`src/rtl/loop_gain_sequencer.sv`:
```
// Loop-filter gain gear shifter: holds acquisition exponents until lock, walks them
// one unit per dwell period to the tracking exponents, and snaps back on loss of lock.
module loop_gain_sequencer #(
  parameter int CNT_W = 16
) (
  input  logic             clk,
  input  logic             reset,
  input  logic             clkEn,
  input  logic             loopEn,
  input  logic [7:0]       error,
  input  logic [4:0]       acqLeadExp,
  input  logic [4:0]       acqLagExp,
  input  logic [4:0]       trkLeadExp,
  input  logic [4:0]       trkLagExp,
  input  logic [7:0]       lockThresh,
  input  logic [CNT_W-1:0] lockCount,
  input  logic [CNT_W-1:0] lossCount,
  input  logic [7:0]       stepDwell,
  output logic [4:0]       leadExp,
  output logic [4:0]       lagExp,
  output logic             locked,
  output logic [1:0]       state
);

  typedef enum logic [1:0] {
    ACQ   = 2'd0,
    SHIFT = 2'd1,
    TRACK = 2'd2,
    BAD   = 2'd3
  } seqState_t;

  seqState_t        stateQ, stateN;
  logic [4:0]       leadQ, leadN, lagQ, lagN;
  logic             lockedQ, lockedN;
  logic [CNT_W-1:0] inRunQ, inRunN, outRunQ, outRunN;
  logic [7:0]       dwellQ, dwellN;

  logic [7:0]       mag;
  logic             inLock;
  logic [CNT_W-1:0] inRunInc, outRunInc;
  logic [CNT_W-1:0] lockLimit, lossLimit;
  logic [7:0]       dwellLimit;
  logic             lockHit, lossHit, dwellHit;
  logic [4:0]       stepLead, stepLag;

  // -128 negates to 8'h80, which reads as 128 unsigned.
  assign mag    = error[7] ? (~error + 8'd1) : error;
  assign inLock = mag < lockThresh;

  assign inRunInc  = (&inRunQ)  ? inRunQ  : inRunQ  + CNT_W'(1);
  assign outRunInc = (&outRunQ) ? outRunQ : outRunQ + CNT_W'(1);

  assign lockLimit  = (lockCount == '0) ? CNT_W'(1) : lockCount;
  assign lossLimit  = (lossCount == '0) ? CNT_W'(1) : lossCount;
  assign dwellLimit = (stepDwell == '0) ? 8'd1 : stepDwell;

  // Thresholds compare against the post-sample run length so the hit lands on that edge.
  assign lockHit  = inLock  && ((inRunInc)  >= lockLimit);
  assign lossHit  = !inLock && ((outRunInc) >= lossLimit);
  assign dwellHit = dwellQ >= (dwellLimit - 8'd1);

  assign stepLead = (leadQ < trkLeadExp) ? leadQ + 5'd1 :
                    (leadQ > trkLeadExp) ? leadQ - 5'd1 : leadQ;
  assign stepLag  = (lagQ < trkLagExp)   ? lagQ + 5'd1 :
                    (lagQ > trkLagExp)   ? lagQ - 5'd1 : lagQ;

  always_comb begin
    stateN  = stateQ;
    leadN   = leadQ;
    lagN    = lagQ;
    dwellN  = '0;
    inRunN  = inLock ? inRunInc : '0;
    outRunN = inLock ? '0 : outRunInc;

    case (stateQ)
      ACQ: begin
        leadN = acqLeadExp;
        lagN  = acqLagExp;
        if (lockHit) stateN = SHIFT;
      end
      SHIFT: begin
        if (lossHit) begin
          stateN = ACQ;
          leadN  = acqLeadExp;
          lagN   = acqLagExp;
        end else if (dwellHit) begin
          leadN = stepLead;
          lagN  = stepLag;
          if ((stepLead == trkLeadExp) && (stepLag == trkLagExp)) stateN = TRACK;
        end else begin
          dwellN = dwellQ + 8'd1;
        end
      end
      TRACK: begin
        leadN = trkLeadExp;
        lagN  = trkLagExp;
        if (lossHit) begin
          stateN = ACQ;
          leadN  = acqLeadExp;
          lagN   = acqLagExp;
        end
      end
      default: begin
        stateN = ACQ;
        leadN  = acqLeadExp;
        lagN   = acqLagExp;
      end
    endcase

    if (stateN != stateQ) begin
      inRunN  = '0;
      outRunN = '0;
    end

    if (!loopEn) begin
      stateN  = ACQ;
      leadN   = '0;
      lagN    = '0;
      dwellN  = '0;
      inRunN  = '0;
      outRunN = '0;
    end

    lockedN = (stateN == TRACK);
  end

  always_ff @(posedge clk or negedge reset) begin
    if (!reset) begin
      stateQ  <= ACQ;
      leadQ   <= '0;
      lagQ    <= '0;
      lockedQ <= 1'b0;
      inRunQ  <= '0;
      outRunQ <= '0;
      dwellQ  <= '0;
    end else if (clkEn) begin
      stateQ  <= stateN;
      leadQ   <= leadN;
      lagQ    <= lagN;
      lockedQ <= lockedN;
      inRunQ  <= inRunN;
      outRunQ <= outRunN;
      dwellQ  <= dwellN;
    end
  end

  assign leadExp = leadQ;
  assign lagExp  = lagQ;
  assign locked  = lockedQ;
  assign state   = stateQ;

endmodule

```
`config.mk`:
```
export PLATFORM = sky130hd
export DESIGN_NAME = loop_gain_sequencer
export DESIGN_NICKNAME = d
export VERILOG_FILES = /design/src/rtl/loop_gain_sequencer.sv
export SDC_FILE = /design/constraint.sdc
export NUM_CORES = 1
export LEC_CHECK = 0
export CAP_MARGIN = 10
export CORE_UTILIZATION = 30
export CTS_BUF_LIST = sky130_fd_sc_hd__clkbuf_2 sky130_fd_sc_hd__clkbuf_4 sky130_fd_sc_hd__clkbuf_8
export CTS_CLUSTER_DIAMETER = 200
export DETAILED_ROUTE_END_ITERATION = 12
export GPL_ROUTABILITY_DRIVEN = 0
export PLACE_DENSITY_LB_ADDON = 0.05
export SYNTH_ARGS = -nofsm -noshare
export SYNTH_HDL_FRONTEND = slang
export SYNTH_SLANG_ARGS = --single-unit
```
`constraint.sdc`:
```
create_clock -name clk -period 13.4 [get_ports clk]
set_input_delay 2.68 -clock clk [delete_from_list [all_inputs] [get_ports clk]]
set_output_delay 2.68 -clock clk [all_outputs]
set_load 0.1 [all_outputs]
```
# Word-level counts from Yosys, hierarchy flattened
# Cells that the tools add are included.
word_totals:
  ff_bits: 53
  out_inout_bits: 13
classes:
  add_sub_neg: 9
  magnitude_cmp: 8
  eq_ne: 7
  n_mux: 37
  bitwise: 1
  n_reduce_logical: 11
ops:
  columns: ["operator", "n"]
  rows:
  - ["two-way mux 16 bit", 10]
  - ["two-way mux 5 bit", 12]
  - ["two-way mux 8 bit", 6]
  - ["adder 16 x 1 -> 16 bit, second input constant", 2]
  - [">= comparator 16 bit", 2]
  - ["logical NOT 16 bit", 2]
  - ["AND reduction 16 bit", 2]
  - ["case mux 5 bit (2 select lines)", 2]
  - ["adder 8 x 1 -> 8 bit, second input constant", 2]
  - ["two-way mux 2 bit", 6]
  - ["adder 5 x 1 -> 5 bit, second input constant", 2]
  - ["== test 5 bit", 2]
  - ["greater-than comparator 5 bit", 2]
  - ["less-than comparator 5 bit", 2]
  - ["subtractor 5 x 1 -> 5 bit, second input constant", 2]
  - [">= comparator 8 bit", 1]
  - ["logical NOT 8 bit", 1]
  - ["less-than comparator 8 bit", 1]
  - ["NOT 8 bit", 1]
  - ["subtractor 8 x 1 -> 8 bit, second input constant", 1]
  - ["case mux 2 bit (3 select lines)", 1]
  - ["== test 2 bit, second input constant", 2]
  - ["!= test 4 bit, second input constant", 1]
  - ["logical AND 1 bit", 3]
  - ["other kinds (5)", 5]

# Depth between registers and ports, before layout
logic_depth:
  word_depth: 12
  mapped_depth: 22
  mapped_depth_nobuf: 20

# Worst setup path after synthesis
# OpenSTA, ideal clock, no wires.
synth_timing:
  path_kind: "input to register"
  startpoint: "input stepDwell[2]"
  endpoint: "register inRunQ[9]"
  setup_time_ns: 0.077
  arrival_ns: 5.978
  required_ns: 13.323
  setup_slack_ns: 7.344
  path_stages: 18
  path_cell_list: "or4_1 or3_1 nor2_1 nor2_1 ha_1 inv_1 or3_1 xor2_1 ha_1 a211oi_1 nand2_1 o31ai_1 or4_4 o22ai_4 a311oi_4 buf_6 o21ai_1 o21ai_1"
synth_between:
  elab_chain_len: 10
synth_rtl:
  columns: ["element", "line_no", "rtl"]
  rows:
  - ["from (decl)", "18", "input logic [7:0] stepDwell,"]
  - ["logical NOT 8 bit", "55", "assign dwellLimit = (stepDwell == '0) ? 8'd1 : stepDwell;"]
  - ["two-way mux 8 bit (*)", "55", null]
  - ["subtractor 8 x 1 -> 8 bit (*)", "60", "assign dwellHit = dwellQ >= (dwellLimit - 8'd1);"]
  - [">= comparator 8 bit (*)", "60", null]
  - ["two-way mux 2 bit (*)", "86", "end else if (dwellHit) begin"]
  - ["two-way mux 2 bit (*)", "82", "if (lossHit) begin"]
  - ["case mux 2 bit (3 select lines) (*)", "75", "case (stateQ)"]
  - ["!= test 2 bit (*)", "110", "if (stateN != stateQ) begin"]
  - ["two-way mux 16 bit (*)", "110", null]
  - ["two-way mux 16 bit (*)", "115", "if (!loopEn) begin"]
  - ["to (signal assigned)", "141", "inRunQ <= inRunN;"]
  - ["to (decl)", "35", "logic [CNT_W-1:0] inRunQ, inRunN, outRunQ, outRunN;"]
# Every way passes the cells marked *; elsewhere a longest branch is shown, timed or not.
# A chain may end at the register's enable or synchronous reset.

# Worst setup path in the final report
layout_timing:
  startpoint: "input stepDwell[2]"
  endpoint: "register inRunQ[3]"
# The elaborated chain is that of the path after synthesis.

==> impl_summary.md <==
Placement
The placed instances occupy a cell area of 0.00689 mm2. The HPWL after detailed placement is 13200 um. The count of buffers added on input and output ports is 92.

Die
Measured along the y axis, the die boundary spans 140 um. The horizontal extent of the die is 140 um. The effective utilization at floorplan is 0.307. Pin placement for this block handled 93 I/O pins. The total die area is 0.0197 mm2. The core region area is 0.0187 mm2. The floorplan row count is 50.

Critical path
The slowest stage of the critical path belongs to the cell a311oi_4. The start-to-end type of the worst setup path is input port to flop. The kind of end point of the critical path is a flop. In this run the worst path has a maximum fanout of 18.

The reg-to-reg startpoint is inRunQ[5]$_DFFE_PN0P_. The critical path goes through clkdlybuf4s50_1, or4_1, or3_1, nor2_1, nor2_1, ha_1, inv_1, or3_1, xor2_1, ha_1, a211oi_1, nand2_1, o31ai_1, or4_4, o22ai_4, a311oi_4, a21oi_1, a31oi_1. For this run, the slowest stage of the critical path takes 800 ps. In this run the register-to-register setup slack is 7590 ps. The required time reported for the critical path endpoint is 13660 ps.

The number of cells on the worst reg-to-reg path is 20. The worst setup path is launched from an input port. Data on the critical path arrives at its endpoint at 7250 ps. The end of the worst register-to-register path is inRunQ[3]$_DFFE_PN0P_.

Worst hold path
The number of instances on the worst hold path is 1. The worst hold path begins at locked$_DFFE_PN0P_. The worst hold path terminates at locked$_DFFE_PN0P_. The class of the tightest hold or removal check is flop to flop.

Synthesis
The share of synthesized area in the top cell type comes to 0.231. The number of cells produced by synthesis is 728. The synthesized area is 0.00574 mm2. The net count after synthesis is 878. Yosys mapped the design onto 69 distinct sky130hd cell types.

The per-instance average area after synthesis is 7.88 um2. The share of synthesized area occupied by flip-flops and latches is 0.231. The synthesis warning total is 0. The count of flip-flops with a built-in enable after synthesis is 0.

The most common cell in the netlist is inv_1. The most area-hungry cell type in the Yosys netlist is dfrtp_1. The synthesized design contains 53 register bits. Sorting the synthesized cells by how often they occur yields 76 x inv_1, 70 x ha_1, 67 x nand2_1, 53 x dfrtp_1, 53 x nor2_1. The prevailing post-synth register cell is dfrtp_1. In the post-synthesis netlist, the biggest area contributors are dfrtp_1 23%, ha_1 15%, inv_1 5.0%. The fraction of synthesis flops using an asynchronous set or reset pin is 1.00.

Final layout
The final non-filler cell area is 0.00699 mm2. Counting the fill cells in the layout gives 1919. 0 antenna diodes ended up in the layout. Once layout is complete, the utilization of the core stands at 0.374. Relative to the synthesized area, the layout overhead comes to 21.8%. After the last flow step, the layout net total stands at 962.

Of the cells placed in the final design, the portion with a size suffix greater than 1 is 0.0369.

Global routing
The global-route wire length before repair is 27500 um. The largest net degree at the start of global routing is 54. The leftover overflow at the end of global routing is 0.

The total track usage is 0.173. The via count of the first global-routing pass is 5577. The number of antenna violations at the first check in global routing came to 0.

Timing
The clock period could shrink to 7000 ps. The number of max-slew violations in the final report was 0. The relative slew slack is 0.312.

Setup repair after global routing left no endpoint under its margin. The share of the clock period used by the worst path is 0.522. Across the routed clock network, the largest skew measured is 11.3 ps. The maximum achievable frequency is 0.143 GHz.

The sum of negative setup slack is 0 ps. The total of endpoints with negative setup slack in the final report is 0. The number of hold violations in the final report is 0.

At the pin with the least slew margin, the transition time is 1030 ps.

Power
Overall power consumption after layout is estimated at 0.436 mW. The power density relative to cell area is 62.4 mW/mm2. The analysis attributes to cell leakage a power of 3.15 nW. The worst-case IR drop observed on VDD is 0.0370 mV.

CTS
The TritonCTS clock tree is built. For this design, the sink count on the clock tree is 53. Clock tree synthesis selected as its root buffer the cell clkbuf_8.

After clock tree synthesis, the flow added hold-fix buffers numbering 0. Clock-pin slew was measured on the worst setup and hold paths at 100 ps. The clock tree synthesis step divided the H-tree into 2 levels. The number of buffers inserted to repair setup after CTS is 0. In this run the deepest clock path goes through 2 buffers. The insertion delay to the later sink of the worst-skew pair is 330 ps. The number of buffers inserted during clock tree synthesis is 5.

After clock tree synthesis, the repair step resized 0 gates.

Route
The final routed DRC violation total is 0. The average routed wire per standard cell is 15.8 um. The count of nets left with antenna violations once routing finished came out at 0. The overall via count from detail_route is 5592. The ratio of routed vias to standard cells is 5.34. The initial detailed-routing violation count is 262. For this block, the routed nets add up to 16500 um of wire.

Before antenna repair, the detailed router went through 7 iterations.

Run status
The flow ran to the end, and the final reports show no timing, DRC or antenna violations.

Job
The count of maximum capacitance violations is 0.
-- per-layer routing --
| metal | share of wire | global-route usage |
|---|---|---|
| met5 | 0 | 0 |
| met3 | 0.028 | 0.0222 |
| met1 | 0.47 | 0.220 |
| met2 | 0.48 | 0.308 |
| met4 | 0.014 | 0.0428 |
-- cell type report --
cell class / instances / area [um2] / share of cell area
well taps: 234 / 293 / 0.0419
inverters: 77 / 289 / 0.0414
multi-input cells: 580 / 4050 / 0.579
repair buffers: 95 / 938 / 0.134
clock buffers: 6 / 82.6 / 0.0118
flip-flops and latches: 53 / 1330 / 0.190
clock inverters: 2 / 13.8 / 0.00197
-- worst max-delay path by stage --
| stage | from | to | slack, ps | depth (start not counted) |
|---|---|---|---|---|
| 2_1_floorplan | stepDwell[2] | inRunQ[9]$_DFFE_PN0P_ | 7340 | 18 |
| 3_3_place_gp | stepDwell[2] | inRunQ[5]$_DFFE_PN0P_ | 6200 | 18 |
| 3_5_place_dp | stepDwell[2] | inRunQ[3]$_DFFE_PN0P_ | 6010 | 18 |
| 4_1_cts | stepDwell[2] | inRunQ[3]$_DFFE_PN0P_ | 6380 | 18 |
| 5_1_grt | stepDwell[2] | inRunQ[3]$_DFFE_PN0P_ | 5990 | 18 |
| 6_report | stepDwell[2] | inRunQ[3]$_DFFE_PN0P_ | 6400 | 18 |
-- critical path, delay by kind of cell --
kind / cells / cell delay, ps
fa+ha+maj: 2 / 380
simple gates: 7 / 1550
buf+inv: 2 / 540
xor+xnor: 1 / 60
compound gates: 6 / 2020
-- power by group --
group	leakage, nW	internal (mW)	switching [mW]
combinational	2.37	0.0687	0.0925
clock	0.0512	0.0421	0.0586
sequential	0.730	0.164	0.0103
-- through the flow --
stage	hold WS, ps	instances	setup slack [ps]
6_report	498	1047	6400
2_1_floorplan	494	728	7340
3_3_place_gp	482	1039	6200
5_1_grt	526	1047	5990
4_1_cts	506	1047	6380
3_5_place_dp	484	1039	6010
-- logic make-up (layout without fill, tap and decap cells) --
group,Yosys count,after routing,share of synthesized area
compound gates,208,208,0.254
xor+xnor,51,51,0.0778
fa+ha+maj,70,70,0.153
buf+inv,95,180,0.0641
flops,53,53,0.231
mux,5,5,0.00937
simple gates,246,246,0.211
-- placed cells by master, fill, tap and decap left out, types with 11 or more instances in the layout --
cell and n:
nor3_1 20, clkdlybuf4s50_1 91, nor2_1 53, a22o_1 24, o21ai_0 34, xnor2_1 29, nand2_1 67, a21oi_1 38
nand2b_1 13, xor2_1 22, nand4_1 11, inv_1 76, dfrtp_1 53, nand3_1 30, ha_1 70, o21ai_1 20
-- sequential cells by signal, summed over array words and instances, names as in the netlist --
register,cells
leadExp,5
dwellQ,8
outRunQ,16
inRunQ,16
lagExp,5
locked,1
state,2
Power figures use the tool's default switching activity.
